--- config.mk ---
export PLATFORM = sky130hd
export DESIGN_NAME = wolfram_truth_scanner_flat
export DESIGN_NICKNAME = d
export VERILOG_FILES = /design/src/rtl/wolfram_scan_pkg.sv /design/src/rtl/wolfram_truth_scanner_if.sv /design/src/rtl/wolfram_truth_scanner_scan_timer.sv /design/src/rtl/wolfram_truth_scanner.sv /design/src/flat_wrapper.sv
export SDC_FILE = /design/constraint.sdc
export NUM_CORES = 1
export LEC_CHECK = 0
export BUFFER_PORTS_ARGS = -buffer_cell sky130_fd_sc_hd__buf_2
export CAP_MARGIN = 20
export CELL_PAD_IN_SITES_DETAIL_PLACEMENT = 1
export CELL_PAD_IN_SITES_GLOBAL_PLACEMENT = 1
export CORE_ASPECT_RATIO = 1.2
export CORE_MARGIN = 3
export CORE_UTILIZATION = 42
export CTS_CLUSTER_SIZE = 10
export DETAILED_ROUTE_END_ITERATION = 10
export GPL_TIMING_DRIVEN = 0
export PLACE_DENSITY = 0.75
export SETUP_SLACK_MARGIN = 0.05
export SLEW_MARGIN = 30
export SYNTH_ARGS = -nofsm -noshare
export SYNTH_HDL_FRONTEND = slang
export SYNTH_SLANG_ARGS = --single-unit
--- constraint.sdc ---
create_clock -name clk -period 2.45 [get_ports clk]
set_input_delay 0.49 -clock clk [delete_from_list [all_inputs] [get_ports clk]]
set_output_delay 0.49 -clock clk [all_outputs]
set_load 0.03 [all_outputs]
--- src/rtl/wolfram_scan_pkg.sv ---
// Shared types for the Wolfram truth-table scanner: FSM states, row type, bit indexing.
package wolfram_scan_pkg;

    typedef enum logic [1:0] {
        IDLE   = 2'd0,
        SETTLE = 2'd1,
        SAMPLE = 2'd2,
        DONE   = 2'd3
    } state_t;

    typedef logic [2:0] row_t;

    localparam row_t LAST_ROW = 3'd7;

    // Row {in1,in2,in3}=r lands in bit (7-r) of a Wolfram code.
    function automatic logic [2:0] wbit(input row_t row);
        return 3'd7 - row;
    endfunction

endpackage

--- src/rtl/wolfram_truth_scanner_if.sv ---
// Control, gate stimulus and result bus of the truth scanner.
interface wolfram_truth_scanner_if;

    logic       start;
    logic       abort;
    logic       dut_out;
    logic       drv_in1;
    logic       drv_in2;
    logic       drv_in3;
    logic       busy;
    logic       done;
    logic [7:0] measured;
    logic [7:0] mismatch;
    logic [7:0] glitch;
    logic       pass;

    modport master (
        output start, abort, dut_out,
        input  drv_in1, drv_in2, drv_in3, busy, done, measured, mismatch, glitch, pass
    );

    modport slave (
        input  start, abort, dut_out,
        output drv_in1, drv_in2, drv_in3, busy, done, measured, mismatch, glitch, pass
    );

endinterface

--- src/rtl/wolfram_truth_scanner_scan_timer.sv ---
// Loadable down-counter; tc is high while the count sits at zero.
// Latency: load takes effect on the next edge; a load of N-1 gives an N-cycle window.
// No backpressure: en simply holds the count when low.
module scan_timer #(
    parameter int W = 4
) (
    input  logic         clk,
    input  logic         rst,
    input  logic         load,
    input  logic [W-1:0] load_val,
    input  logic         en,
    output logic         tc
);

    logic [W-1:0] cnt;

    always_ff @(posedge clk or posedge rst) begin
        if (rst) begin
            cnt <= '0;
        end else if (load) begin
            cnt <= load_val;
        end else if (en && (cnt != '0)) begin
            cnt <= cnt - W'(1);
        end
    end

    assign tc = (cnt == '0);

endmodule

--- src/rtl/wolfram_truth_scanner.sv ---
// Walks a 3-input gate through all 8 rows and rebuilds its Wolfram code from the sampled output.
// Latency: done pulses 1+8*(SETTLE_CYCLES+SAMPLE_CYCLES) cycles after start is sampled.
// No backpressure: start is ignored while busy; abort returns to idle on the next cycle.
module wolfram_truth_scanner
    import wolfram_scan_pkg::*;
#(
    parameter logic [7:0] EXPECTED      = 8'h6F,
    parameter int         SETTLE_CYCLES = 16,
    parameter int         SAMPLE_CYCLES = 4
) (
    input  logic                    clk,
    input  logic                    rst,
    wolfram_truth_scanner_if.slave  bus
);

    localparam int MAX_CYC = (SETTLE_CYCLES > SAMPLE_CYCLES) ? SETTLE_CYCLES : SAMPLE_CYCLES;
    localparam int CW      = (MAX_CYC > 1) ? $clog2(MAX_CYC) : 1;
    localparam logic [CW-1:0] SETTLE_LD = CW'(SETTLE_CYCLES - 1);
    localparam logic [CW-1:0] SAMPLE_LD = CW'(SAMPLE_CYCLES - 1);

    state_t        state;
    state_t        state_nxt;
    row_t          row;
    logic          tmr_load;
    logic          tmr_en;
    logic          tmr_tc;
    logic [CW-1:0] tmr_val;
    logic          scan_clr;
    logic          enter_smp;
    logic          capture;
    logic          row_adv;
    logic          finish;
    logic          kill;
    logic          first_pend;
    logic          ref_bit;
    logic [7:0]    measured_q;
    logic [7:0]    glitch_q;
    logic [7:0]    mismatch_q;
    logic [7:0]    meas_nxt;
    logic [7:0]    glit_nxt;
    logic          pass_q;

    scan_timer #(.W(CW)) u_timer (
        .clk      (clk),
        .rst      (rst),
        .load     (tmr_load),
        .load_val (tmr_val),
        .en       (tmr_en),
        .tc       (tmr_tc)
    );

    always_ff @(posedge clk or posedge rst) begin
        if (rst) begin
            state <= IDLE;
        end else begin
            state <= state_nxt;
        end
    end

    always_comb begin
        state_nxt = state;
        tmr_load  = 1'b0;
        tmr_val   = SETTLE_LD;
        tmr_en    = 1'b0;
        scan_clr  = 1'b0;
        enter_smp = 1'b0;
        capture   = 1'b0;
        row_adv   = 1'b0;
        finish    = 1'b0;
        kill      = 1'b0;
        if (bus.abort && (state != IDLE)) begin
            kill      = 1'b1;
            state_nxt = IDLE;
        end else begin
            case (state)
                IDLE: begin
                    if (bus.start && !bus.abort) begin
                        scan_clr  = 1'b1;
                        tmr_load  = 1'b1;
                        tmr_val   = SETTLE_LD;
                        state_nxt = SETTLE;
                    end
                end
                SETTLE: begin
                    tmr_en = 1'b1;
                    if (tmr_tc) begin
                        tmr_load  = 1'b1;
                        tmr_val   = SAMPLE_LD;
                        enter_smp = 1'b1;
                        state_nxt = SAMPLE;
                    end
                end
                SAMPLE: begin
                    tmr_en  = 1'b1;
                    capture = 1'b1;
                    if (tmr_tc) begin
                        if (row == LAST_ROW) begin
                            finish    = 1'b1;
                            state_nxt = DONE;
                        end else begin
                            row_adv   = 1'b1;
                            tmr_load  = 1'b1;
                            tmr_val   = SETTLE_LD;
                            state_nxt = SETTLE;
                        end
                    end
                end
                DONE:    state_nxt = IDLE;
                default: state_nxt = IDLE;
            endcase
        end
    end

    // The first sample of a row is the reference; any later disagreement marks a glitch.
    always_comb begin
        meas_nxt = measured_q;
        glit_nxt = glitch_q;
        if (capture) begin
            meas_nxt[wbit(row)] = bus.dut_out;
            if (!first_pend && (bus.dut_out != ref_bit)) begin
                glit_nxt[wbit(row)] = 1'b1;
            end
        end
    end

    always_ff @(posedge clk or posedge rst) begin
        if (rst) begin
            row        <= '0;
            measured_q <= '0;
            glitch_q   <= '0;
            mismatch_q <= '0;
            pass_q     <= 1'b0;
            first_pend <= 1'b0;
            ref_bit    <= 1'b0;
        end else if (scan_clr) begin
            row        <= '0;
            measured_q <= '0;
            glitch_q   <= '0;
            mismatch_q <= '0;
            pass_q     <= 1'b0;
        end else if (kill) begin
            row    <= '0;
            pass_q <= 1'b0;
        end else begin
            measured_q <= meas_nxt;
            glitch_q   <= glit_nxt;
            if (enter_smp) begin
                first_pend <= 1'b1;
            end
            if (capture) begin
                first_pend <= 1'b0;
                if (first_pend) begin
                    ref_bit <= bus.dut_out;
                end
            end
            if (row_adv) begin
                row <= row + 3'd1;
            end
            if (finish) begin
                row        <= '0;
                mismatch_q <= meas_nxt ^ EXPECTED;
                pass_q     <= (meas_nxt == EXPECTED) && (glit_nxt == 8'h00);
            end
        end
    end

    // The row register doubles as the gate stimulus, so drv only moves at row boundaries.
    assign bus.drv_in1  = row[2];
    assign bus.drv_in2  = row[1];
    assign bus.drv_in3  = row[0];
    assign bus.busy     = (state == SETTLE) || (state == SAMPLE);
    assign bus.done     = (state == DONE);
    assign bus.measured = measured_q;
    assign bus.mismatch = mismatch_q;
    assign bus.glitch   = glitch_q;
    assign bus.pass     = pass_q;

endmodule

--- src/flat_wrapper.sv ---
// flat-port wrapper written by rule: the top's interface ports become plain ports
module wolfram_truth_scanner_flat import wolfram_scan_pkg::*;
#(
    parameter logic [7:0] EXPECTED      = 8'h6F,
    parameter int         SETTLE_CYCLES = 16,
    parameter int         SAMPLE_CYCLES = 4
)
  (clk, rst, bus_start, bus_abort, bus_dut_out, bus_drv_in1, bus_drv_in2, bus_drv_in3, bus_busy, bus_done, bus_measured, bus_mismatch, bus_glitch, bus_pass);
  wolfram_truth_scanner_if bus_i ();
  input  logic clk;
  input  logic rst;
  input wire logic [$bits(bus_i.start)-1:0] bus_start;
  input wire logic [$bits(bus_i.abort)-1:0] bus_abort;
  input wire logic [$bits(bus_i.dut_out)-1:0] bus_dut_out;
  output wire logic [$bits(bus_i.drv_in1)-1:0] bus_drv_in1;
  output wire logic [$bits(bus_i.drv_in2)-1:0] bus_drv_in2;
  output wire logic [$bits(bus_i.drv_in3)-1:0] bus_drv_in3;
  output wire logic [$bits(bus_i.busy)-1:0] bus_busy;
  output wire logic [$bits(bus_i.done)-1:0] bus_done;
  output wire logic [$bits(bus_i.measured)-1:0] bus_measured;
  output wire logic [$bits(bus_i.mismatch)-1:0] bus_mismatch;
  output wire logic [$bits(bus_i.glitch)-1:0] bus_glitch;
  output wire logic [$bits(bus_i.pass)-1:0] bus_pass;
  assign bus_i.start = bus_start;
  assign bus_i.abort = bus_abort;
  assign bus_i.dut_out = bus_dut_out;
  assign bus_drv_in1 = bus_i.drv_in1;
  assign bus_drv_in2 = bus_i.drv_in2;
  assign bus_drv_in3 = bus_i.drv_in3;
  assign bus_busy = bus_i.busy;
  assign bus_done = bus_i.done;
  assign bus_measured = bus_i.measured;
  assign bus_mismatch = bus_i.mismatch;
  assign bus_glitch = bus_i.glitch;
  assign bus_pass = bus_i.pass;
  wolfram_truth_scanner #(.EXPECTED(EXPECTED), .SETTLE_CYCLES(SETTLE_CYCLES), .SAMPLE_CYCLES(SAMPLE_CYCLES)) u_core (.clk(clk), .rst(rst), .bus(bus_i));
endmodule
==> run_results.csv, run 1 <==
group,metric,value,unit
finish,area_delta_synth_final,17.5,%
timing,setup_viol,0,
floorplan,die_w,68.7,microns
global_routing,grt_pass1_vias,1836,
yosys,yosysTopAreaCell,"dfrtp_1",
yosys,syn_area,1980,sq um
detailed_routing,first_pass_iters,4,
yosys,synth.top_cell.area_share,0.454,
clocking,htree_levels,2,
worst_setup_path,required,2.68,ns
yosys,synthFlopType,"dfrtp_1",
yosys,syn_inst,205,
run,cap_violations,0,
worst_setup_path,worst-setup-path-type,"reg -> reg",
power,powerDensity,891,nW/um^2
yosys,yosys_warnings,0,
floorplan,num_rows,26,
timing,worst_slew_pin_slew,0.749,ns
worst_setup_path,reg2reg_from,"u_core.state[0]$_DFFE_PP0P_",
clocking,cts_setup_buffers,0,
detailed_routing,route.final.wire_length,5130,microns
clocking,cts_buffers,5,
yosys,synth_edf_count,0,
floorplan,io_pins,35,
worst_setup_path,cp_slowest_cell,"nor2_1",
floorplan,die_area,5590,sq um
detailed_routing,drtAntennaViolNets,0,
finish,fin_nets,259,
power,ir_worst_vdd,0.473,mV
floorplan,start_util,0.452,
finish,drive_above_1_share,0.235,
worst_setup_path,ff2ff_setup_slack,0.35,ns
timing,final-max-slew-violation-count,0,
clocking,cts_tree,"done",
timing,clock_skew,0.00371,ns
timing,max_freq,477,MHz
placement,dpl.hpwl,3880,microns
worst_setup_path,reg2reg_depth,7,
yosys,async_reset_ff_frac,1.00,
placement,portBuffers,34,
yosys,synth_nets,218,
yosys,ys_types,47,
detailed_routing,drc_errors,0,
detailed_routing,vias,1662,
worst_setup_path,cp-start-kind,"flip-flop",
global_routing,antenna_found_initial,0,
timing,hold_viol,0,
worst_setup_path,crit_path_end_kind,"flip-flop",
clocking,clockBufferDepth,2,
power,finalPower,2.08,mW
timing,setup_tns,0,ns
floorplan,dieHeight,81.3,microns
global_routing,grt-ovfl-total,0,
global_routing,grtUsageTotal,0.215,
yosys,synth_seq_cells,36,
timing,period_needed,2.10,ns
worst_setup_path,reg2reg_to,"u_core.bus.mismatch[0]$_DFFE_PP0P_",
yosys,synth_area_leaders,"dfrtp_1, nor2_1, ha_1, a31oi_1, a22o_1",
clocking,clockRootBuffer,"clkbuf_8",
worst_setup_path,cp.arrival,2.33,ns
worst_setup_path,critPathMaxStageDelay,0.46,ns
clocking,clk_pin_slew,0.07,ns
finish,final_common_cell,"buf_2",
detailed_routing,wl_per_cell,16.9,microns
clocking,clock_sinks,36,
hold_path,hp-class,"in -> async",
yosys,yosysSeqAreaShare,0.454,
status,status,"finished, final reports clean",
global_routing,grt_pass1_wl,9020,microns
global_routing,grt_start_max_net_pins,37,
detailed_routing,vias_per_cell,5.49,
timing,relSlewSlack,0.500,
placement,gp_congestion,0.777,
clocking,insertion_delay,0.29,ns
finish,antenna_cells,0,
power,p_leak,1.20,nW
finish,layout_common_cells,"buf_2, dfrtp_1, nor2_1",
clocking,cts_hold_buf,0,
timing,rsz0062_at_grt,"false",
floorplan,coreArea,4390,sq um
timing,fin_crit_sh,0.857,
clocking,cts_resized,0,
worst_setup_path,crit_family,"simple AND/OR/NAND/NOR gates",
detailed_routing,drt_iter0_markers,42,
yosys,synth.avg_cell_area,9.68,sq um
worst_setup_path,path_max_fanout,10,
worst_setup_path,cp.buffers_inverters,2,
worst_setup_path,cp_cell_sequence,"inv_1 -> ha_1 -> nand2b_4 -> buf_6 -> nand2_1 -> nor2_1 -> a22o_1",
## layer usage
metal  vias to the layer above  wire length (microns)  GRT usage
met5                         -                      0          0
met4                         0                     62     0.0760
met3                         5                    131     0.0290
met2                        25                   2650      0.371
met1                       823                   2280      0.269
li1                        809                      -          -
## synthesized netlist by cell type (all sizes together) (2+ instances only)
cell type and number:
nand3b 2, inv 11, clkbuf 4, o21ai 6, o2111ai 2, nand3 7, and2b 3, nor3b 3
a31oi 14, and2 4, o211ai 2, nand2 17, nor2 28, dfrtp 36, mux2i 7, and4 3
ha 8, buf 5, xnor2 4, nor2b 2, nor4 3, nand2b 2, a21oi 11, nor3 3
a22o 8
## cells by family after synthesis
kind of cell             count (synthesis)  share of synthesized area
multiplexers                             8                     0.0410
buffers and inverters                   20                     0.0460
AND/OR/NAND/NOR                         82                      0.232
adder cells (fa/ha/maj)                  8                     0.0504
AO/OA/AOI/OAI                           47                      0.159
XOR/XNOR                                 4                     0.0177
flip-flops                              36                      0.454
## stage by stage
| step | std cells | hold slack, ns | setup WS (ns) | area (sq um) | utilization |
|---|---|---|---|---|---|
| 6_report | 303 | 0.330 | 0.352 | 2330 | 0.531 |
| 5_1_grt | 303 | 0.389 | 0.0863 | 2330 | 0.531 |
| 4_1_cts | 303 | 0.358 | 0.311 | 2330 | 0.531 |
| 3_5_place_dp | 295 | 0.474 | 0.331 | 2220 | 0.507 |
| 3_3_place_gp | 295 | 0.466 | 0.362 | 2220 | 0.507 |
| 2_1_floorplan | 205 | 0.501 | 0.566 | 1980 | - |
## worst max path at each step
stage / startpoint / endpoint / slack, ns / cells past startpoint
2_1_floorplan: u_core.row[0]$_DFFE_PP0P_ / u_core.bus.pass$_DFFE_PP0P_ / 0.57 / 7
3_3_place_gp: u_core.state[0]$_DFFE_PP0P_ / u_core.bus.mismatch[1]$_DFFE_PP0P_ / 0.36 / 7
3_5_place_dp: u_core.state[0]$_DFFE_PP0P_ / u_core.bus.mismatch[6]$_DFFE_PP0P_ / 0.33 / 7
4_1_cts: u_core.state[0]$_DFFE_PP0P_ / u_core.bus.mismatch[5]$_DFFE_PP0P_ / 0.31 / 7
5_1_grt: u_core.state[0]$_DFFE_PP0P_ / u_core.bus.mismatch[3]$_DFFE_PP0P_ / 0.09 / 7
6_report: u_core.state[0]$_DFFE_PP0P_ / u_core.bus.mismatch[0]$_DFFE_PP0P_ / 0.35 / 7
## flip-flops by register name, summed over array words and instances (netlist names)
name                 count
u_core.bus.glitch        8
u_core.bus.measured      8
u_core.bus.mismatch      8
u_core.u_timer.cnt       4
u_core.row               3
u_core.state             2
u_core.bus.pass          1
u_core.first_pend        1
u_core.ref_bit           1
## layout make-up
type,instances,area (sq um)
Clock inverter,2,35.0
Inverter,11,41.3
Buffer,9,50.0
Clock buffer,6,72.6
Multi-Input combinational cell,149,992
Timing Repair Buffer,34,170
Fill cell,518,2060
Sequential cell,36,901
Tap cell,56,70.1
## where the power goes
group          internal (mW)  switching, mW  total [mW]  leakage (nW)
Sequential             0.673         0.0757       0.749         0.485
Clock                  0.302          0.212       0.514        0.0552
Combinational          0.293          0.522       0.816         0.662
Power figures use the tool's default switching activity.
==> run 2, diff against run 1 <==
Settings changed: RECOVER_POWER from default to 100.
==> run 2 against run 1 <==
Die area unchanged. Fmax fell by 2.7%. Via count is essentially flat. Sequential share of layout area rose by 0.98 points.
==> run_results.csv, run 2 (synthesis results as in run 1) <==
group,metric,value,unit
clocking,cts_hold_buf,0,
global_routing,antenna_found_initial,0,
finish,layout_common_cells,"clkbuf_1, dfrtp_1, nor2_1",
timing,whs,0.469,ns
finish,nFillCells,542,
worst_setup_path,critPathMaxStageDelay,0.56,ns
finish,antenna_cells,0,
worst_setup_path,cp.arrival,2.31,ns
timing,max_freq,464,MHz
global_routing,grt_pass1_vias,1836,
clocking,clockRootBuffer,"clkbuf_8",
clocking,clock_sinks,36,
timing,worst_slew_pin_slew,1.35,ns
floorplan,die_area,5590,sq um
worst_setup_path,worst-setup-path-type,"reg -> reg",
floorplan,io_pins,35,
global_routing,grt_pass1_wl,9020,microns
detailed_routing,first_pass_iters,4,
detailed_routing,vias,1661,
clocking,cts_tree,"done",
run,cap_violations,0,
global_routing,grtUsageTotal,0.215,
power,ir_worst_vdd,0.472,mV
floorplan,dieHeight,81.3,microns
power,p_leak,1.05,nW
clocking,clk_pin_slew,0.07,ns
global_routing,grt-ovfl-total,0,
clocking,cts_setup_buffers,0,
worst_setup_path,cp_cell_sequence,"inv_1 -> ha_1 -> inv_1 -> nor2_1 -> clkbuf_1 -> nor2_1",
timing,fin_crit_sh,0.881,
placement,portBuffers,34,
clocking,cts_buffers,5,
clocking,cts_resized,0,
clocking,htree_levels,2,
finish,regArea,901,sq um
detailed_routing,vias_per_cell,5.48,
worst_setup_path,crit_path_end_kind,"flip-flop",
detailed_routing,drt_iter0_markers,50,
global_routing,grt_start_max_net_pins,37,
worst_setup_path,cp.buffers_inverters,3,
detailed_routing,drc_errors,0,
timing,clock_skew,0.00300,ns
floorplan,die_w,68.7,microns
power,powerDensity,903,nW/um^2
placement,place_ws,0.331,ns
placement,dpl.hpwl,3880,microns
finish,fin_nets,259,
finish,post-route-util,0.518,
timing,final-max-slew-violation-count,0,
timing,rsz0062_at_grt,"false",
timing,hold_viol,0,
detailed_routing,route.final.wire_length,5140,microns
timing,relSlewSlack,0.0974,
detailed_routing,drtAntennaViolNets,0,
worst_setup_path,path_max_fanout,10,
detailed_routing,wl_per_cell,17.0,microns
clocking,clockBufferDepth,2,
worst_setup_path,cp-start-kind,"flip-flop",
finish,drive_above_1_share,0.0891,
timing,period_needed,2.16,ns
status,status,"finished, final reports clean",
worst_setup_path,required,2.60,ns
finish,area_delta_synth_final,14.6,%
placement,gp_congestion,0.777,
finish,multi_input_area,975,sq um
hold_path,hp-class,"in -> reg",
worst_setup_path,crit_family,"simple AND/OR/NAND/NOR gates",
floorplan,num_rows,26,
power,finalPower,2.05,mW
clocking,insertion_delay,0.29,ns
floorplan,coreArea,4390,sq um
worst_setup_path,cp_slowest_cell,"nor2_1",
floorplan,start_util,0.452,
timing,setup_tns,0,ns
timing,setup_slack,0.293,ns
timing,setup_viol,0,
[run 2: final cells by class]
| type | instances | area share |
|---|---|---|
| Multi-Input combinational cell | 149 | 0.428 |
| Clock buffer | 6 | 0.0319 |
| Buffer | 9 | 0.0209 |
| Sequential cell | 36 | 0.396 |
| Tap cell | 56 | 0.0308 |
| Inverter | 11 | 0.0182 |
| Clock inverter | 2 | 0.0154 |
| Timing Repair Buffer | 34 | 0.0583 |
[run 2: metrics by stage]
step | cells | area [sq um]
6_report | 303 | 2270
4_1_cts | 303 | 2330
5_1_grt | 303 | 2270
3_3_place_gp | 295 | 2220
3_5_place_dp | 295 | 2220
2_1_floorplan | 205 | 1980
[run 2: routing by layer]
metal / GRT usage / routed length [microns] / up-vias
met5: 0 / 0 / -
met4: 0.0760 / 65 / 0
met3: 0.0290 / 180 / 5
met2: 0.371 / 2650 / 30
met1: 0.269 / 2240 / 814
li1: - / - / 812
[run 2: power breakdown]
part / internal, mW / total [mW] / switching [mW] / leakage, nW
clock: 0.302 / 0.514 / 0.212 / 0.0552
combinational: 0.275 / 0.795 / 0.520 / 0.514
sequential: 0.673 / 0.745 / 0.0714 / 0.485
[run 2: worst paths after layout]
kind	cells past startpoint	to	startpoint	slack (ns)
worst max register to register	6	u_core.bus.glitch[0]$_DFFE_PP0P_	u_core.state[0]$_DFFE_PP0P_	0.29
worst min register to register	2	u_core.bus.mismatch[7]$_DFFE_PP0P_	u_core.bus.mismatch[7]$_DFFE_PP0P_	0.49
worst max-delay path	6	u_core.bus.glitch[0]$_DFFE_PP0P_	u_core.state[0]$_DFFE_PP0P_	0.29
max in group asynchronous	2	u_core.bus.glitch[3]$_DFFE_PP0P_	rst	1.07
worst min-delay path	2	u_core.state[0]$_DFFE_PP0P_	bus_abort	0.47
min in group asynchronous	2	u_core.bus.mismatch[2]$_DFFE_PP0P_	rst	0.58
[run 2: worst reg2reg max path: cells and delay by family (launching register included)]
family,cells,cell delay (ns)
buffers and inverters,3,0.63
AND/OR/NAND/NOR,2,0.67
adder cells (fa/ha/maj),1,0.29
flip-flops,1,0.43
